## config.mk

```make
export PLATFORM = sky130hd
export DESIGN_NAME = bfp_expand
export DESIGN_NICKNAME = d
export VERILOG_FILES = /design/src/rtl/bfp_pkg.sv /design/src/rtl/bfp_shift.sv /design/src/rtl/bfp_expand.sv
export SDC_FILE = /design/constraint.sdc
export NUM_CORES = 1
export LEC_CHECK = 0
export ABC_AREA = 0
export BUFFER_PORTS_ARGS = -buffer_cell sky130_fd_sc_hd__buf_2
export CAP_MARGIN = 25
export CORE_MARGIN = 1.5
export CORE_UTILIZATION = 55
export CTS_BUF_LIST = sky130_fd_sc_hd__clkbuf_8 sky130_fd_sc_hd__clkbuf_16
export DETAILED_ROUTE_END_ITERATION = 8
export MAX_ROUTING_LAYER = met4
export PLACE_DENSITY = 0.8
export SYNTH_ARGS = -nofsm -noshare
export SYNTH_HDL_FRONTEND = slang
export SYNTH_SLANG_ARGS = --single-unit
```

## constraint.sdc

```tcl
create_clock -name clk_i -period 1.9 [get_ports clk_i]
set_input_delay 0.095 -clock clk_i [delete_from_list [all_inputs] [get_ports clk_i]]
set_output_delay 0.095 -clock clk_i [all_outputs]
set_load 0.02 [all_outputs]
```

## src/rtl/bfp_pkg.sv

```systemverilog
// Shared types and elaboration helpers for the block-floating-point expander.
// Holds the FSM state type, the width helper and the parameter legality rule.
package bfp_pkg;

    typedef enum logic {
        HDR,
        DATA
    } state_e;

    function automatic int unsigned exp_width(input int unsigned m, input int unsigned n);
        return m + n;
    endfunction

    // The widening must be exact, so the output must hold mantissa * 2^EXP_MAX.
    function automatic bit params_ok(input int unsigned m_i, input int unsigned n_i,
                                     input int unsigned m_o, input int unsigned n_o,
                                     input int unsigned exp_w, input int unsigned exp_max,
                                     input int unsigned blk_len);
        return (m_i >= 1) && (m_o >= m_i + exp_max) && (n_o >= n_i) &&
               (exp_w >= 1) && (exp_w <= m_i + n_i) &&
               (exp_max < (32'd1 << exp_w)) && (blk_len >= 1);
    endfunction

endpackage

```

## src/rtl/bfp_shift.sv

```systemverilog
// Combinational widening of one Q(M_I.N_I) mantissa to Q(M_O.N_O), scaled by 2^sh.
// Sign-extends, pads the fraction with zero LSBs, then barrel-shifts left.
module bfp_shift #(
    parameter int unsigned W_I   = 16,
    parameter int unsigned N_I   = 15,
    parameter int unsigned W_O   = 23,
    parameter int unsigned N_O   = 15,
    parameter int unsigned EXP_W = 4
) (
    input  logic [W_I-1:0]   mant,
    input  logic [EXP_W-1:0] sh,
    output logic [W_O-1:0]   res
);

    logic [W_O-1:0] ext;
    logic [W_O-1:0] padded;

    always_comb begin
        ext    = W_O'($signed(mant));
        padded = ext << (N_O - N_I);
        res    = padded << sh;
    end

endmodule

```

## src/rtl/bfp_expand.sv

```systemverilog
// Block-floating-point expander: header beat carries the shared exponent,
// the following BLK_LEN beats are mantissas emitted as wide samples.
module bfp_expand
    import bfp_pkg::*;
#(
    parameter int unsigned M_I     = 1,
    parameter int unsigned N_I     = 15,
    parameter int unsigned M_O     = 8,
    parameter int unsigned N_O     = 15,
    parameter int unsigned EXP_W   = 4,
    parameter int unsigned EXP_MAX = 7,
    parameter int unsigned BLK_LEN = 16
) (
    input  logic                 clk_i,
    input  logic                 rst_ni,
    input  logic [M_I+N_I-1:0]   s_data_i,
    input  logic                 s_valid_i,
    output logic                 s_ready_o,
    output logic [M_O+N_O-1:0]   m_data_o,
    output logic                 m_valid_o,
    input  logic                 m_ready_i,
    output logic                 m_last_o,
    output logic                 err_o
);

    localparam int unsigned W_I   = exp_width(M_I, N_I);
    localparam int unsigned W_O   = exp_width(M_O, N_O);
    localparam int unsigned CNT_W = $clog2(BLK_LEN) + 1;
    localparam logic [CNT_W-1:0] CNT_LAST = CNT_W'(BLK_LEN - 1);
    localparam logic [EXP_W-1:0] E_MAX    = EXP_W'(EXP_MAX);

    generate
        if (!params_ok(M_I, N_I, M_O, N_O, EXP_W, EXP_MAX, BLK_LEN)) begin : g_param_check
            $error("bfp_expand: illegal parameter combination");
        end
    endgenerate

    state_e           state_q, state_d;
    logic [CNT_W-1:0] cnt_q;
    logic [EXP_W-1:0] e_q;
    logic [EXP_W-1:0] raw_e;
    logic [W_O-1:0]   shifted;
    logic             s_hs;
    logic             last_beat;

    assign raw_e     = s_data_i[EXP_W-1:0];
    assign last_beat = (cnt_q == CNT_LAST);
    assign s_hs      = s_valid_i && s_ready_o;

    bfp_shift #(
        .W_I   (W_I),
        .N_I   (N_I),
        .W_O   (W_O),
        .N_O   (N_O),
        .EXP_W (EXP_W)
    ) u_shift (
        .mant (s_data_i),
        .sh   (e_q),
        .res  (shifted)
    );

    always_ff @(posedge clk_i) begin
        if (!rst_ni) begin
            state_q <= HDR;
        end else begin
            state_q <= state_d;
        end
    end

    // Headers are always accepted; data beats wait only on the output register.
    always_comb begin
        state_d   = state_q;
        s_ready_o = 1'b0;
        case (state_q)
            HDR: begin
                s_ready_o = 1'b1;
                if (s_valid_i) state_d = DATA;
            end
            DATA: begin
                s_ready_o = !m_valid_o || m_ready_i;
                if (s_valid_i && s_ready_o && last_beat) state_d = HDR;
            end
            default: state_d = HDR;
        endcase
    end

    always_ff @(posedge clk_i) begin
        if (!rst_ni) begin
            cnt_q     <= '0;
            e_q       <= '0;
            m_data_o  <= '0;
            m_valid_o <= 1'b0;
            m_last_o  <= 1'b0;
            err_o     <= 1'b0;
        end else if (state_q == HDR) begin
            if (s_hs) begin
                e_q   <= (raw_e > E_MAX) ? E_MAX : raw_e;
                cnt_q <= '0;
                if (raw_e > E_MAX) err_o <= 1'b1;
            end
            if (m_ready_i) m_valid_o <= 1'b0;
        end else if (s_hs) begin
            m_data_o  <= shifted;
            m_valid_o <= 1'b1;
            m_last_o  <= last_beat;
            cnt_q     <= last_beat ? '0 : cnt_q + CNT_W'(1);
        end else if (m_ready_i) begin
            m_valid_o <= 1'b0;
        end
    end

endmodule

```

[Word level (Yosys, flattened, before mapping)]
Index checks and enable logic that the tools add are counted.
Cells by class
  reductions and logical operators: 8
  shift operators: 1
  divide/modulo/power cells: 0
  $lt $le $gt $ge: 1
  equality and inequality tests: 1
  $add $sub $neg: 1
  bitwise logic cells: 1
  muxes and demuxes: 12
  multiply operators: 0
Operator list (count)
  23-bit by 4-bit << shifter with 23-bit output: 1
  5-bit two-way mux: 4
  5-bit by 1-bit adder with 5-bit output (second input constant): 1
  5-bit by 4-bit equality test with 1-bit output (second input constant): 1
  1-bit two-way mux: 5
  4-bit by 3-bit greater-than comparator with 1-bit output (second input constant): 1
  4-bit two-way mux: 1
  1-bit case mux with 2 select lines: 2
  2-bit AND reduction: 2
  1-bit logical AND: 3
  3-bit AND reduction: 1
  1-bit zero test: 1
  1-bit logical OR: 1
  1-bit inverter: 1
Word-level totals
  input port bits: 20
  memories kept: 0
  logic and storage cells: 32
  RAM bits: 0
  bits in latches: 0
  memory bits (read-only): 0
  bits in registers: 36

[Logic depth before layout (Yosys ltp)]
  word-level depth: 6
  mapped depth: 7
  mapped depth without buffers: 5

[Hierarchy]
Synthesis repeated with hierarchy kept, for this count alone.
Second synthesis, totals
  cells, all modules: 284
  area total of the unflattened synthesis: 2374.8 µm²
Modules (own cells, without submodules)
  bfp_expand: sequential area each 720.7 µm², area each 1425.1 µm², cells an instance 167, instances 1
  bfp_shift: sequential area each 0.0 µm², area each 949.7 µm², cells an instance 117, instances 1

[Least setup slack after synthesis]
OpenSTA, ideal clock, no wires.
  kind: flip-flop to flip-flop
  from: reg e_q[1]
  to: reg m_data_o[16]
  stages on the path, launching flop included: 7
  slack: 0.276 ns
  required time: 1.777 ns
  arrival: 1.501 ns
  cells stage by stage: dfxtp_1 > buf_6 > buf_6 > mux4_2 > mux2_4 > nand3_2 > a31oi_1
Between the ends
  word-level cells in the longest chain between the ends: 1
RTL lines
  from (decl): RTL line bfp_expand.sv:40  | logic [EXP_W-1:0] e_q;
  from (signal assigned): RTL line bfp_expand.sv:97  | e_q <= (raw_e > E_MAX) ? E_MAX : raw_e;
  23-bit by 4-bit << shifter with 23-bit output: RTL line bfp_shift.sv:21  | res = padded << sh;
  to (signal assigned): RTL line bfp_expand.sv:103  | m_data_o <= shifted;
  to (decl): RTL line bfp_expand.sv:19  | output logic [M_O+N_O-1:0] m_data_o,
Every way passes these cells.
A chain may end at the register's enable or synchronous reset.

[Worst setup path after layout]
  from: reg e_q[1]
  to: reg m_data_o[22]
The elaborated chain is that of the path after synthesis.

==> metrics.txt <==
# TYPE chip_impl_metric gauge
chip_impl_metric{name="mappedNetlistNets",unit=""} 278
chip_impl_metric{name="maxSlewHeadroom",unit=""} 0.665
chip_impl_info{name="setup.worst_path.start_class",value="flip-flop"} 1
chip_impl_metric{name="setup_violations",unit=""} 0
chip_impl_metric{name="place.detailed.hpwl",unit="um"} 4560
chip_impl_metric{name="power",unit="mW"} 1.86
chip_impl_metric{name="ant_nets",unit=""} 0
chip_impl_metric{name="p_seq_frac",unit=""} 0.439
chip_impl_metric{name="nFillCells",unit=""} 323
chip_impl_metric{name="first_pass_iters",unit=""} 5
chip_impl_info{name="synthFlopType",value="dfxtp_1"} 1
chip_impl_info{name="ordered_list_of_cells_on_the_worst_path",value="buf_12 > mux4_2 > mux2i_1 > a211o_1 > a21oi_1"} 1
chip_impl_metric{name="critical_path_arrival",unit="ns"} 2.01
chip_impl_metric{name="initial_core_util",unit=""} 0.576
chip_impl_metric{name="final_period_minus_worst_setup_slack",unit="ns"} 1.84
chip_impl_metric{name="synth.yosys.warnings",unit=""} 0
chip_impl_metric{name="iteration_0_drc_count_of_the_detailed_router",unit=""} 240
chip_impl_info{name="timing.critical_path.slowest_stage_cell",value="mux4_2"} 1
chip_impl_metric{name="cts_sinks",unit=""} 36
chip_impl_metric{name="power_leakage",unit="nW"} 1.05
chip_impl_metric{name="post_cts_clock_slew_at_the_launch_and_capture_registers_of_the_worst_setup_and_hold_paths",unit="ns"} 0.07
chip_impl_metric{name="ff2ff_path_depth",unit=""} 5
chip_impl_metric{name="maxCapViolations",unit=""} 0
chip_impl_metric{name="fp.coreArea",unit="um2"} 4000
chip_impl_metric{name="power.combinational.fraction",unit=""} 0.261
chip_impl_info{name="rsz_0062_raised_after_global_routing",value="false"} 1
chip_impl_metric{name="worst_slew_pin_slew",unit="ns"} 0.501
chip_impl_metric{name="netSwitchingPower",unit="mW"} 0.584
chip_impl_metric{name="maximum_number_of_pins_on_one_net_before_global_route_repair",unit=""} 37
chip_impl_metric{name="clock_tree.buffer_depth",unit=""} 2
chip_impl_metric{name="timing_max_transition_violations_final",unit=""} 0
chip_impl_metric{name="cts_bufs_inserted",unit=""} 5
chip_impl_metric{name="grt_pass1_vias",unit=""} 2021
chip_impl_info{name="setup.worst_path.end_class",value="flip-flop"} 1
chip_impl_metric{name="initial_antenna_violation_count",unit=""} 0
chip_impl_metric{name="htreeDepth",unit=""} 2
chip_impl_metric{name="crit_path_max_fanout",unit=""} 29
chip_impl_metric{name="async_s_r_ff_share_synth",unit=""} 0
chip_impl_metric{name="totalNegativeSetupSlack",unit="ns"} 0
chip_impl_metric{name="final_non_filler_cell_total",unit=""} 355
chip_impl_metric{name="worst_hold_path.num_cells",unit=""} 2
chip_impl_metric{name="syn_avg_cell_area",unit="um2"} 8.97
chip_impl_metric{name="grt-ovfl-total",unit=""} 0
chip_impl_metric{name="port-buffer-count",unit=""} 46
chip_impl_info{name="status",value="completed"} 1
chip_impl_metric{name="worst_setup_margin",unit="ns"} 0.0626
chip_impl_metric{name="peak_clock_frequency_supported_by_timing",unit="MHz"} 544
chip_impl_metric{name="post_route_cells_drive_above_1_share",unit=""} 0.275
chip_impl_metric{name="synth-edff-count",unit=""} 0
chip_impl_metric{name="routabilityCongestion",unit=""} 0.931
chip_impl_metric{name="die_h",unit="um"} 67.7
chip_impl_metric{name="vias_per_cell",unit=""} 6.36
chip_impl_metric{name="io_pins",unit=""} 47
chip_impl_metric{name="p_int",unit="mW"} 1.28
chip_impl_metric{name="timing_hold_violations_final",unit=""} 0
chip_impl_metric{name="num_antenna_cells",unit=""} 0
chip_impl_metric{name="crit_path_max_incr_delay",unit="ns"} 0.53
chip_impl_metric{name="maximum_vdd_ir_drop",unit="mV"} 0.480
chip_impl_info{name="worst-setup-path-type",value="flip-flop to flip-flop"} 1
chip_impl_metric{name="finalCritPeriodShare",unit=""} 0.967
chip_impl_metric{name="width_of_the_chip",unit="um"} 67.7
chip_impl_metric{name="nNetsFinal",unit=""} 325
chip_impl_info{name="cts.root.buffer_cell",value="clkbuf_8"} 1
chip_impl_metric{name="synth_area",unit="um2"} 2300
chip_impl_metric{name="placement_rows",unit=""} 23
chip_impl_metric{name="totalWireLength",unit="um"} 6230
chip_impl_info{name="clock_tree_from_tritoncts",value="yes"} 1
chip_impl_metric{name="synthesis.instances",unit=""} 257
chip_impl_metric{name="reg2reg_slack",unit="ns"} 0.06
chip_impl_metric{name="post-route-util",unit=""} 0.673
chip_impl_metric{name="cp_data_required_time",unit="ns"} 2.07
chip_impl_metric{name="die_area",unit="um2"} 4590
chip_impl_info{name="hold_class",value="input port to flip-flop"} 1
chip_impl_metric{name="power_per_cell_area",unit="nW/um2"} 692
chip_impl_metric{name="globalRouteTotalUtil",unit=""} 0.301
chip_impl_metric{name="worst_skew_pair.late_latency",unit="ns"} 0.30
chip_impl_metric{name="global_route_wire_length_before_repair",unit="um"} 9800
chip_impl_metric{name="vias",unit=""} 2259
chip_impl_metric{name="ys_ff_latch",unit=""} 36
chip_impl_metric{name="drc",unit=""} 0
chip_impl_metric{name="power_switching_share",unit=""} 0.313
chip_impl_metric{name="preCtsSetupSlack",unit="ns"} 0.111
chip_impl_metric{name="layout-area-overhead-vs-synth",unit="%"} 16.9
chip_impl_metric{name="synth_unique_cells",unit=""} 48
chip_impl_metric{name="power.clock.fraction",unit=""} 0.300
chip_impl_metric{name="dr_wl_cell",unit="um"} 17.5
chip_impl_metric{name="placedCellCount",unit=""} 347
chip_impl_metric{name="ctsHoldBuffers",unit=""} 0
chip_impl_metric{name="yosysSeqAreaShare",unit=""} 0.313
chip_impl_metric{name="post_cts_buffers",unit=""} 0
chip_impl_metric{name="clock-skew-final",unit="ns"} 0.00444
==> what timing repair did <==
item | in CTS | in global routing
hold endpoints to repair | 0 | 0
gates resized for setup | 0 | 1
endpoints found under the setup margin | 0 | 1
==> state kept, by name, summed over array words and instances, names as in the netlist <==
name	count
m_data_o	23
cnt_q	5
m_valid_o	1
state_q	1
err_o	1
m_last_o	1
e_q	4
==> cells in the final DEF (no fill, tap or decap), types with 4 or more instances in the layout <==
cell type / count
nand3_1: 20
nor2b_1: 6
nor3_1: 4
buf_4: 11
nand4_1: 4
nand2b_1: 6
buf_2: 46
nand2_1: 25
nor2_1: 13
a31oi_1: 5
o21ai_0: 11
mux4_2: 12
dfxtp_1: 35
a21oi_1: 21
mux2i_1: 26
inv_1: 4
clkbuf_8: 6
a32oi_1: 4
==> path summary, 6_finish.rpt <==
check,from,end
worst max-delay path,e_q[1],m_data_o[22]
worst min-delay path,s_valid_i,cnt_q[4]
worst max register to register,e_q[1],m_data_o[22]
worst min register to register,cnt_q[4],cnt_q[4]
==> Yosys cell counts (2+ instances only) <==
cell | number | area (um2)
a211oi_1 | 2 | 15.0
a21oi_1 | 21 | 105
a221oi_1 | 2 | 17.5
a22oi_1 | 3 | 22.5
a31oi_1 | 5 | 31.3
a32oi_1 | 4 | 35.0
and2_1 | 2 | 12.5
and3_1 | 3 | 18.8
buf_2 | 7 | 35.0
buf_4 | 2 | 15.0
buf_6 | 4 | 45.0
clkbuf_1 | 6 | 22.5
dfxtp_1 | 36 | 721
inv_1 | 2 | 7.51
mux2i_1 | 26 | 260
mux4_2 | 12 | 270
nand2_1 | 25 | 93.8
nand2b_1 | 6 | 37.5
nand3_1 | 20 | 100
nand3b_1 | 2 | 15.0
nand4_1 | 4 | 25.0
nor2_1 | 13 | 48.8
nor2b_1 | 6 | 37.5
nor3_1 | 4 | 20.0
nor3_2 | 2 | 20.0
o211ai_1 | 2 | 15.0
o21ai_0 | 11 | 55.1
o21ai_1 | 3 | 15.0
o221ai_1 | 2 | 17.5
or3_1 | 2 | 12.5
==> per-stage QoR <==
step | instance area (um2) | hold WS (ns)
2_1_floorplan | 2300 | 0.194
3_3_place_gp | 2600 | 0.373
3_5_place_dp | 2600 | 0.380
4_1_cts | 2690 | 0.0719
5_1_grt | 2690 | 0.0774
6_report | 2690 | 0.0808
==> worst max-delay path: cells and delay by family (launching register included) <==
family	cells	cell delay [ns]
compound gates	2	0.25
buf+inv	1	0.21
mux	2	0.88
flops	1	0.38
==> layer usage <==
layer	global-route usage	share of wire	vias up
li1	-	-	1072
met1	0.358	0.41	1065
met2	0.482	0.48	98
met3	0.0767	0.071	24
met4	0.130	0.034	0
met5	-	0	-
==> cell families after synthesis <==
logic type      count (synthesis)  synth area share
fa+ha+maj                       1           0.00543
flops                          36             0.313
buf+inv                        22            0.0559
compound gates                 64             0.176
mux                            40             0.242
simple gates                   94             0.208
==> power groups by stage <==
| stage | clock network (mW) | registers [mW] | logic (mW) |
|---|---|---|---|
| 5_1_grt | 0.595 | 0.822 | 0.527 |
| 3_3_place_gp | 0 | 0.833 | 0.473 |
| 3_5_place_dp | 0 | 0.834 | 0.480 |
| 2_1_floorplan | 0 | 0.863 | 0.300 |
| 4_1_cts | 0.562 | 0.817 | 0.482 |
| 6_report | 0.559 | 0.818 | 0.487 |
==> final cells by class <==
| type | count | area, um2 | area share |
|---|---|---|---|
| timing repair buffer | 59 | 353 | 0.131 |
| inverter | 3 | 11.3 | 0.00418 |
| multi-input combinational | 199 | 1460 | 0.540 |
| tap | 50 | 62.6 | 0.0232 |
| sequential | 36 | 722 | 0.268 |
| clock buffer | 6 | 82.6 | 0.0307 |
| clock inverter | 2 | 7.51 | 0.00279 |
No activity file was read; power rests on OpenSTA's default activity.
